<file path="src/rtl/stopwatch_lap_ctrl.sv">
// Stopwatch control FSM with a lap-capture FIFO feeding a valid/ready consumer.
// Optional macro LAP_OVERWRITE_EN: a lap into a full FIFO replaces the oldest entry instead of being dropped.
module stopwatch_lap_ctrl #(
    parameter int LAP_DEPTH = 4
) (
    input  logic                         clk,
    input  logic                         rst_n,
    input  logic                         btn_ss,
    input  logic                         btn_lr,
    input  logic [7:0]                   sw_minutes,
    input  logic [5:0]                   sw_seconds,
    output logic                         sw_start,
    output logic                         sw_stop,
    output logic                         sw_reset,
    output logic [1:0]                   state,
    output logic [13:0]                  lap_data,
    output logic                         lap_valid,
    input  logic                         lap_ready,
    output logic [$clog2(LAP_DEPTH):0]   lap_count,
    output logic                         lap_overflow
);
    localparam int PW = $clog2(LAP_DEPTH);
    localparam int CW = PW + 1;
    localparam logic [1:0] ST_IDLE  = 2'b00;
    localparam logic [1:0] ST_RUN   = 2'b01;
    localparam logic [1:0] ST_PAUSE = 2'b10;
    localparam logic [CW-1:0] FULL_CNT = CW'(LAP_DEPTH);

    logic [1:0]    state_r, state_s;
    logic          sw_start_r, sw_stop_r, sw_reset_r;
    logic          start_s, stop_s, swrst_s, flush_s, lap_req_s;
    logic [13:0]   cap_r;
    logic          push_pend_r;
    logic [13:0]   mem_r [LAP_DEPTH];
    logic [PW-1:0] wr_ptr_r, rd_ptr_r, wr_ptr_s, rd_ptr_s;
    logic [CW-1:0] count_r, count_s;
    logic          valid_r, overflow_r, overflow_s, wr_en_s, push_s, pop_s, full_s;
    logic [13:0]   data_r, data_s, head_s;

    // Button decode: start/stop has priority over lap/reset
    always_comb begin
        state_s   = state_r;
        start_s   = 1'b0;
        stop_s    = 1'b0;
        swrst_s   = 1'b0;
        flush_s   = 1'b0;
        lap_req_s = 1'b0;
        if (btn_ss) begin
            case (state_r)
                ST_IDLE:  begin state_s = ST_RUN;   start_s = 1'b1; end
                ST_RUN:   begin state_s = ST_PAUSE; stop_s  = 1'b1; end
                ST_PAUSE: begin state_s = ST_RUN;   start_s = 1'b1; end
                default:  state_s = ST_IDLE;
            endcase
        end else if (btn_lr) begin
            if (state_r == ST_RUN) begin
                lap_req_s = 1'b1;
            end else begin
                state_s = ST_IDLE;
                swrst_s = 1'b1;
                flush_s = 1'b1;
            end
        end else begin
            state_s = state_r;
        end
    end

    // FIFO pointer/occupancy update; flush beats push and pop
    always_comb begin
        push_s     = push_pend_r;
        pop_s      = valid_r & lap_ready;
        full_s     = (count_r == FULL_CNT);
        wr_en_s    = 1'b0;
        wr_ptr_s   = wr_ptr_r;
        rd_ptr_s   = rd_ptr_r;
        count_s    = count_r;
        overflow_s = overflow_r;
        if (flush_s) begin
            wr_ptr_s   = {PW{1'b0}};
            rd_ptr_s   = {PW{1'b0}};
            count_s    = {CW{1'b0}};
            overflow_s = 1'b0;
        end else if (push_s && pop_s) begin
            wr_en_s  = 1'b1;
            wr_ptr_s = wr_ptr_r + PW'(1);
            rd_ptr_s = rd_ptr_r + PW'(1);
        end else if (push_s && full_s) begin
            overflow_s = 1'b1;
`ifdef LAP_OVERWRITE_EN
            wr_en_s  = 1'b1;
            wr_ptr_s = wr_ptr_r + PW'(1);
            rd_ptr_s = rd_ptr_r + PW'(1);
`else
            wr_en_s  = 1'b0;
`endif
        end else if (push_s) begin
            wr_en_s  = 1'b1;
            wr_ptr_s = wr_ptr_r + PW'(1);
            count_s  = count_r + CW'(1);
        end else if (pop_s) begin
            rd_ptr_s = rd_ptr_r + PW'(1);
            count_s  = count_r - CW'(1);
        end else begin
            count_s = count_r;
        end
    end

    // Next head: bypass the entry being written when it lands in the head slot
    always_comb begin
        if (wr_en_s && (wr_ptr_r == rd_ptr_s)) begin
            head_s = cap_r;
        end else begin
            head_s = mem_r[rd_ptr_s];
        end
        if (count_s != {CW{1'b0}}) begin
            data_s = head_s;
        end else begin
            data_s = 14'd0;
        end
    end

    // Control and FIFO state registers
    always_ff @(posedge clk) begin
        if (!rst_n) begin
            state_r     <= ST_IDLE;
            sw_start_r  <= 1'b0;
            sw_stop_r   <= 1'b0;
            sw_reset_r  <= 1'b0;
            cap_r       <= 14'd0;
            push_pend_r <= 1'b0;
            wr_ptr_r    <= {PW{1'b0}};
            rd_ptr_r    <= {PW{1'b0}};
            count_r     <= {CW{1'b0}};
            valid_r     <= 1'b0;
            overflow_r  <= 1'b0;
            data_r      <= 14'd0;
        end else begin
            state_r     <= state_s;
            sw_start_r  <= start_s;
            sw_stop_r   <= stop_s;
            sw_reset_r  <= swrst_s;
            cap_r       <= lap_req_s ? {sw_minutes, sw_seconds} : cap_r;
            push_pend_r <= lap_req_s;
            wr_ptr_r    <= wr_ptr_s;
            rd_ptr_r    <= rd_ptr_s;
            count_r     <= count_s;
            valid_r     <= (count_s != {CW{1'b0}});
            overflow_r  <= overflow_s;
            data_r      <= data_s;
        end
    end

    // Lap storage; contents are don't-care until written
    always_ff @(posedge clk) begin
        if (rst_n && wr_en_s) begin
            mem_r[wr_ptr_r] <= cap_r;
        end
    end

    assign sw_start     = sw_start_r;
    assign sw_stop      = sw_stop_r;
    assign sw_reset     = sw_reset_r;
    assign state        = state_r;
    assign lap_data     = data_r;
    assign lap_valid    = valid_r;
    assign lap_count    = count_r;
    assign lap_overflow = overflow_r;
endmodule

</file>
<file path="config.mk">
export PLATFORM = sky130hd
export DESIGN_NAME = stopwatch_lap_ctrl
export DESIGN_NICKNAME = d
export VERILOG_FILES = /design/src/rtl/stopwatch_lap_ctrl.sv
export SDC_FILE = /design/constraint.sdc
export NUM_CORES = 1
export LEC_CHECK = 0
export ABC_CLOCK_PERIOD_IN_PS = 2330
export CORE_ASPECT_RATIO = 0.75
export CORE_MARGIN = 4
export CORE_UTILIZATION = 39
export CTS_BUF_LIST = sky130_fd_sc_hd__clkbuf_4 sky130_fd_sc_hd__clkbuf_8 sky130_fd_sc_hd__clkbuf_16
export DETAILED_ROUTE_END_ITERATION = 12
export DONT_BUFFER_PORTS = 1
export GPL_ROUTABILITY_DRIVEN = 0
export SLEW_MARGIN = 30
export SYNTH_ARGS = -nofsm -noshare
export SYNTH_HDL_FRONTEND = slang
export SYNTH_SLANG_ARGS = --single-unit
</file>
<file path="constraint.sdc">
create_clock -name clk -period 2.33 [get_ports clk]
set_input_delay 0 -clock clk [delete_from_list [all_inputs] [get_ports clk]]
set_output_delay 0 -clock clk [all_outputs]
set_load 0.005 [all_outputs]
</file>
Word-level counts from Yosys, hierarchy flattened:

Memories as Yosys holds them, arrays and structs flattened. A register that Yosys moved wholly into a read port is not among the register bits.
Cells that the tools add are included.

* flip-flop bits (word level): 29
* RAM bits: 56
* input bits: 19
* output and inout bits: 24
* word-level logic and storage cells: 69
* memories kept: 1

* add/subtract/negate cells: 4
* equal/unequal tests: 5
* multiplexer cells: 30
* bitwise gates (word level): 3
* reductions and logical operators: 15

Memory list
* mem_r: words 4, bits a word 14, rd ports 1, clocked after memory_dff 1, wr ports 1, line 34 `logic [13:0] mem_r [LAP_DEPTH];`

Operator list (count)
* $mux 2: 11
* $mux 3: 5
* $mux 1: 13
* $reduce_and 2->1: 5
* $add 2x1->2 const B: 2
* $ne 2x2->1 const B: 2
* $pmux 2 s2: 1
* $reduce_bool 2->1: 2
* $reduce_or 2->1: 2
* $add 3x1->3 const B: 1
* $eq 3x3->1 const B: 1
* $logic_and 1x1->1: 3
* $reduce_bool 3->1: 1
* $sub 3x1->3 const B: 1
* $eq 2x1->1 const B: 1
* $eq 2x2->1 const B: 1
* $logic_not 2->1: 1
* $not 1->1: 2
* $and 1x1->1: 1
* $logic_not 1->1: 1

Depth between registers and ports, before layout:

* depth in word-level cells: 9
* gate-level depth with buffers: 8
* depth with buffers taken out: 7

Least setup slack after synthesis:

No wires, ideal clock.

* path type: register -> register
* from: reg count_r[0], in the netlist lap_count[0]
* to: reg data_r[10], in the netlist lap_data[10], read port of mem_r
* setup time: 0.136 ns
* arrival time: 1.842 ns
* data required time: 2.194 ns
* path slack: 0.351 ns
* cell stages (with the launch flop): 9
* path buffers: 1
* period minus slack after synthesis: 1.979 ns
* cells stage by stage: dfxtp_1 inv_1 ha_1 a22oi_1 mux2i_1 xnor2_1 a311oi_2 buf_4 a211oi_1

* cells in the longest elaborated chain, start to end: 9
* elaborated cells between the ends (all ways): 15
* classes of those cells: 2 x add/sub; 1 x eq/ne; 8 x mux; 4 x reduce/logical

RTL lines
* from (decl): line 36 `logic [CW-1:0] count_r, count_s;`
* from (signal assigned): line 133 `count_r <= {CW{1'b0}};`
* from (signal assigned): line 146 `count_r <= count_s;`
* $sub 3x1->3: line 102 `count_s = count_r - CW'(1);`
* $mux 3: line 100 `end else if (pop_s) begin`
* $mux 3: line 96 `end else if (push_s) begin`
* $mux 3: line 87 `end else if (push_s && full_s) begin`
* $mux 3: line 83 `end else if (push_s && pop_s) begin`
* $mux 3: line 78 `if (flush_s) begin`
* $reduce_bool 3->1: line 115 `if (count_s != {CW{1'b0}}) begin`
* $reduce_and 2->1 (no line)
* $logic_not 1->1 (no line)
* to (decl): line 38 `logic [13:0] data_r, data_s, head_s;`

Several ways; a longest one is shown, not always the timed one.
A chain may end at the register's enable or synchronous reset.

Worst setup path after layout:

* from: reg count_r[0], in the netlist lap_count[0]
* to: reg data_r[1], in the netlist lap_data[1], read port of mem_r

The elaborated chain is that of the path after synthesis.

==> qor.txt <==
Status -> finished, final reports clean
Critical path launch point type -> flip-flop
DR top layer -> met4
Area grow syn2layout -> 16.98%
Reg power frac -> 0.527
Final Setup Violations -> 0
Met3 Wirelength -> 499 µm
Internal power -> 2.809 mW
Dpl cells -> 427
Post-route minimum period -> 2.186 ns
WS Path Type -> reg2reg
Crit path max-delay family -> compound AO/OA/AOI/OAI gates
Fin crit share -> 0.9384
Clk slew on worst S/H paths -> 0.06 ns
DR vias/cell -> 5.516
RSZ-0062 raised after global routing -> false
Slew Viols, Final -> 0
WP data required -> 2.57 ns
Worst path arrival time -> 2.42 ns
Std-Cell Rows -> 31
Final nets -> 350
CTS tree -> done
Setup Buffers After CTS -> 0
Final worst slack -> 0.1436 ns
Worst-Margin Slew -> 0.7238 ns
First-pass GRT wire length -> 13980 µm
Worst-path fanout max -> 15
Power Total -> 3.694 mW
Synth Net Count -> 322
Share of layout cells above drive strength 1 -> 0.1884
Synth cell types -> 42
Pwr/cell area -> 799.8 nW/µm²
DRT antenna net count -> 0
Met2 Wirelength -> 3660 µm
Post-Syn Instances -> 296
Synth Flop Type -> edfxtp_1
Synth top area cells -> edfxtp_1 (43%), dfxtp_1 (22%), mux2_2 (4.0%)
DP Area -> 4144 µm²
# H-tree levels -> 3
Most frequent cell after synthesis -> edfxtp_1
Top cell type by total area after synthesis -> edfxtp_1
Yosys top cell area share -> 0.4259
DRT iter0 DRCs -> 250
EDFF count, synth -> 56
Worst VDD drop -> 0.0004960 V
Routed wire per std cell -> 18.84 µm
Vias -> 2543
Max cap viols -> 0
Reg2reg setup slack -> 0.14 ns
Clk pwr share -> 0.359
Met1 wire length -> 4424 µm
Drt pass-1 iters -> 5
Initial Util -> 0.4040
GRT Overall Usage -> 0.1585
Combinational share of power -> 0.114
Initial antenna violation count -> 0
Most frequent cells after synthesis -> edfxtp_1 (56), dfxtp_1 (43), nand2_1 (32)
Async SR Flop Fraction -> 0
FF-to-FF path depth -> 7
Synthesized cell area -> 3949 µm²
Flops & latches, synth -> 99
Diode count -> 0
Sequential share of the synthesized area -> 0.6439
Drc violations -> 0
Post-layout instance area -> 4619 µm²
Largest net degree at the start of global routing -> 22
Final std cells w/o fill -> 461
Worst Clk Skew -> 0.004658 ns
Die width -> 124.2 µm
Slew headroom -> 0.5169
Sw frac -> 0.2397
Max frequency -> 457.4 MHz
Core Box Area -> 9774 µm²
Worst-Skew Late Latency -> 0.33 ns
Bufs and invs on worst path -> 1
Mean Syn Cell Area -> 13.34 µm²
Crit end category -> flip-flop
Placement Setup Slack -> -0.1751 ns
Clk root buf -> clkbuf_16
Total negative setup slack -> 0 ns
Leak Pwr -> 1.594 nW
Clk sink count -> 99
TritonCTS Buffers -> 9
Die height -> 95.15 µm
Net Sw Power -> 0.8855 mW
Num ports -> 43
Vias in the first global route -> 2473
Worst hold path type -> in2reg
Die area -> 11820 µm²
Worst path slowest cell -> a211o_2
Dpl hpwl -> 5886 µm
Cell Chain, Critical Path -> inv_1 -> ha_1 -> nand2_1 -> o21ai_2 -> or2_4 -> a211o_2 -> a211oi_2
Routed Wire Length -> 8686 µm
Global route overflow -> 0
IO Port Bufs -> 0
Worst path depth -> 7
CP max stage delay -> 0.49 ns
Clock Tree Buf Depth -> 2
YS warnings -> 0
Hold Crit Depth -> 3
Final hold vios -> 0
==> repair_timing <==
action / 4_1_cts / 5_1_grt
endpoints found under the setup margin: 14 / 2
hold buffers: 18 / 0
endpoints found under the hold margin: 26 / 0
gates resized for setup: 4 / 4
==> power by group through the flow <==
stage	clock network (mW)	logic, mW	registers [mW]
floorplan	0	0.269	1.97
CTS	1.36	0.408	1.95
finish	1.33	0.420	1.95
detailed placement	0	0.376	1.98
global route	1.45	0.463	1.95
global placement	0	0.366	1.98
==> worst min-delay path, stage by stage <==
cell	delay, ns
nand2b_4	0.13
o21ai_2	0.08
nor2_1	0.10
==> through the flow <==
step / util / hold WS [ns]
2_1_floorplan: - / 0.1377
3_3_place_gp: 0.4240 / 0.1301
3_5_place_dp: 0.4240 / 0.1282
4_1_cts: 0.4709 / 0.009271
5_1_grt: 0.4726 / 0.02600
6_report: 0.4726 / 0.01343
==> final timing paths <==
kind / startpoint / to
worst min-delay path: btn_ss / wr_ptr_r[0]
worst max register to register: lap_count[0] / lap_data[1]
worst max-delay path: lap_count[0] / lap_data[1]
worst min register to register: state[0] / sw_start
==> sequential cells by signal, indices dropped and copies added (netlist names) <==
signal and cells:
push_pend_r 1, lap_overflow 1, wr_ptr_r 2, sw_reset 1, lap_data 14, lap_valid 1
state 2, sw_start 1, lap_count 3, sw_stop 1, cap_r 14, rd_ptr_r 2
mem_r 56
==> layout by cell type (no fill, tap or decap), drive strengths merged, types with 11 or more instances in the layout <==
master       instances
edfxtp              56
dfxtp               43
nand2               32
dlygate4sd3         18
a211oi              18
buf                 16
a21boi              15
mux2                14
a222oi              14
a2111oi             14
clkbuf              12
nor2                11
==> final cells by class <==
cell class                      count  area, µm²
Fill cell                         915       5155
Inverter                            7      26.28
Sequential cell                    99       2542
Multi-Input combinational cell    173       1318
Timing Repair Buffer               34      300.3
Clock inverter                      4      20.02
Clock buffer                       12      247.7
Tap cell                          132      165.2
==> cell families after synthesis <==
family                     count (synthesis)  share of synthesized area
AOI/OAI and AO/OA                         75                     0.1587
xor gates and xnor gates                   4                    0.01078
adders and majority gates                  7                    0.02218
buffers and inverters                     24                    0.02947
DFF                                       99                     0.6439
muxes                                     17                    0.04753
and+or+nand+nor                           70                    0.08746
==> layer usage <==
layer | global-route usage | up-vias
li1 | - | 1208
met1 | 0.2428 | 1244
met2 | 0.2194 | 82
met3 | 0.04152 | 9
met4 | 0.04467 | 0
met5 | 0 | -
Note: power is estimated with default switching activity, not from simulation.
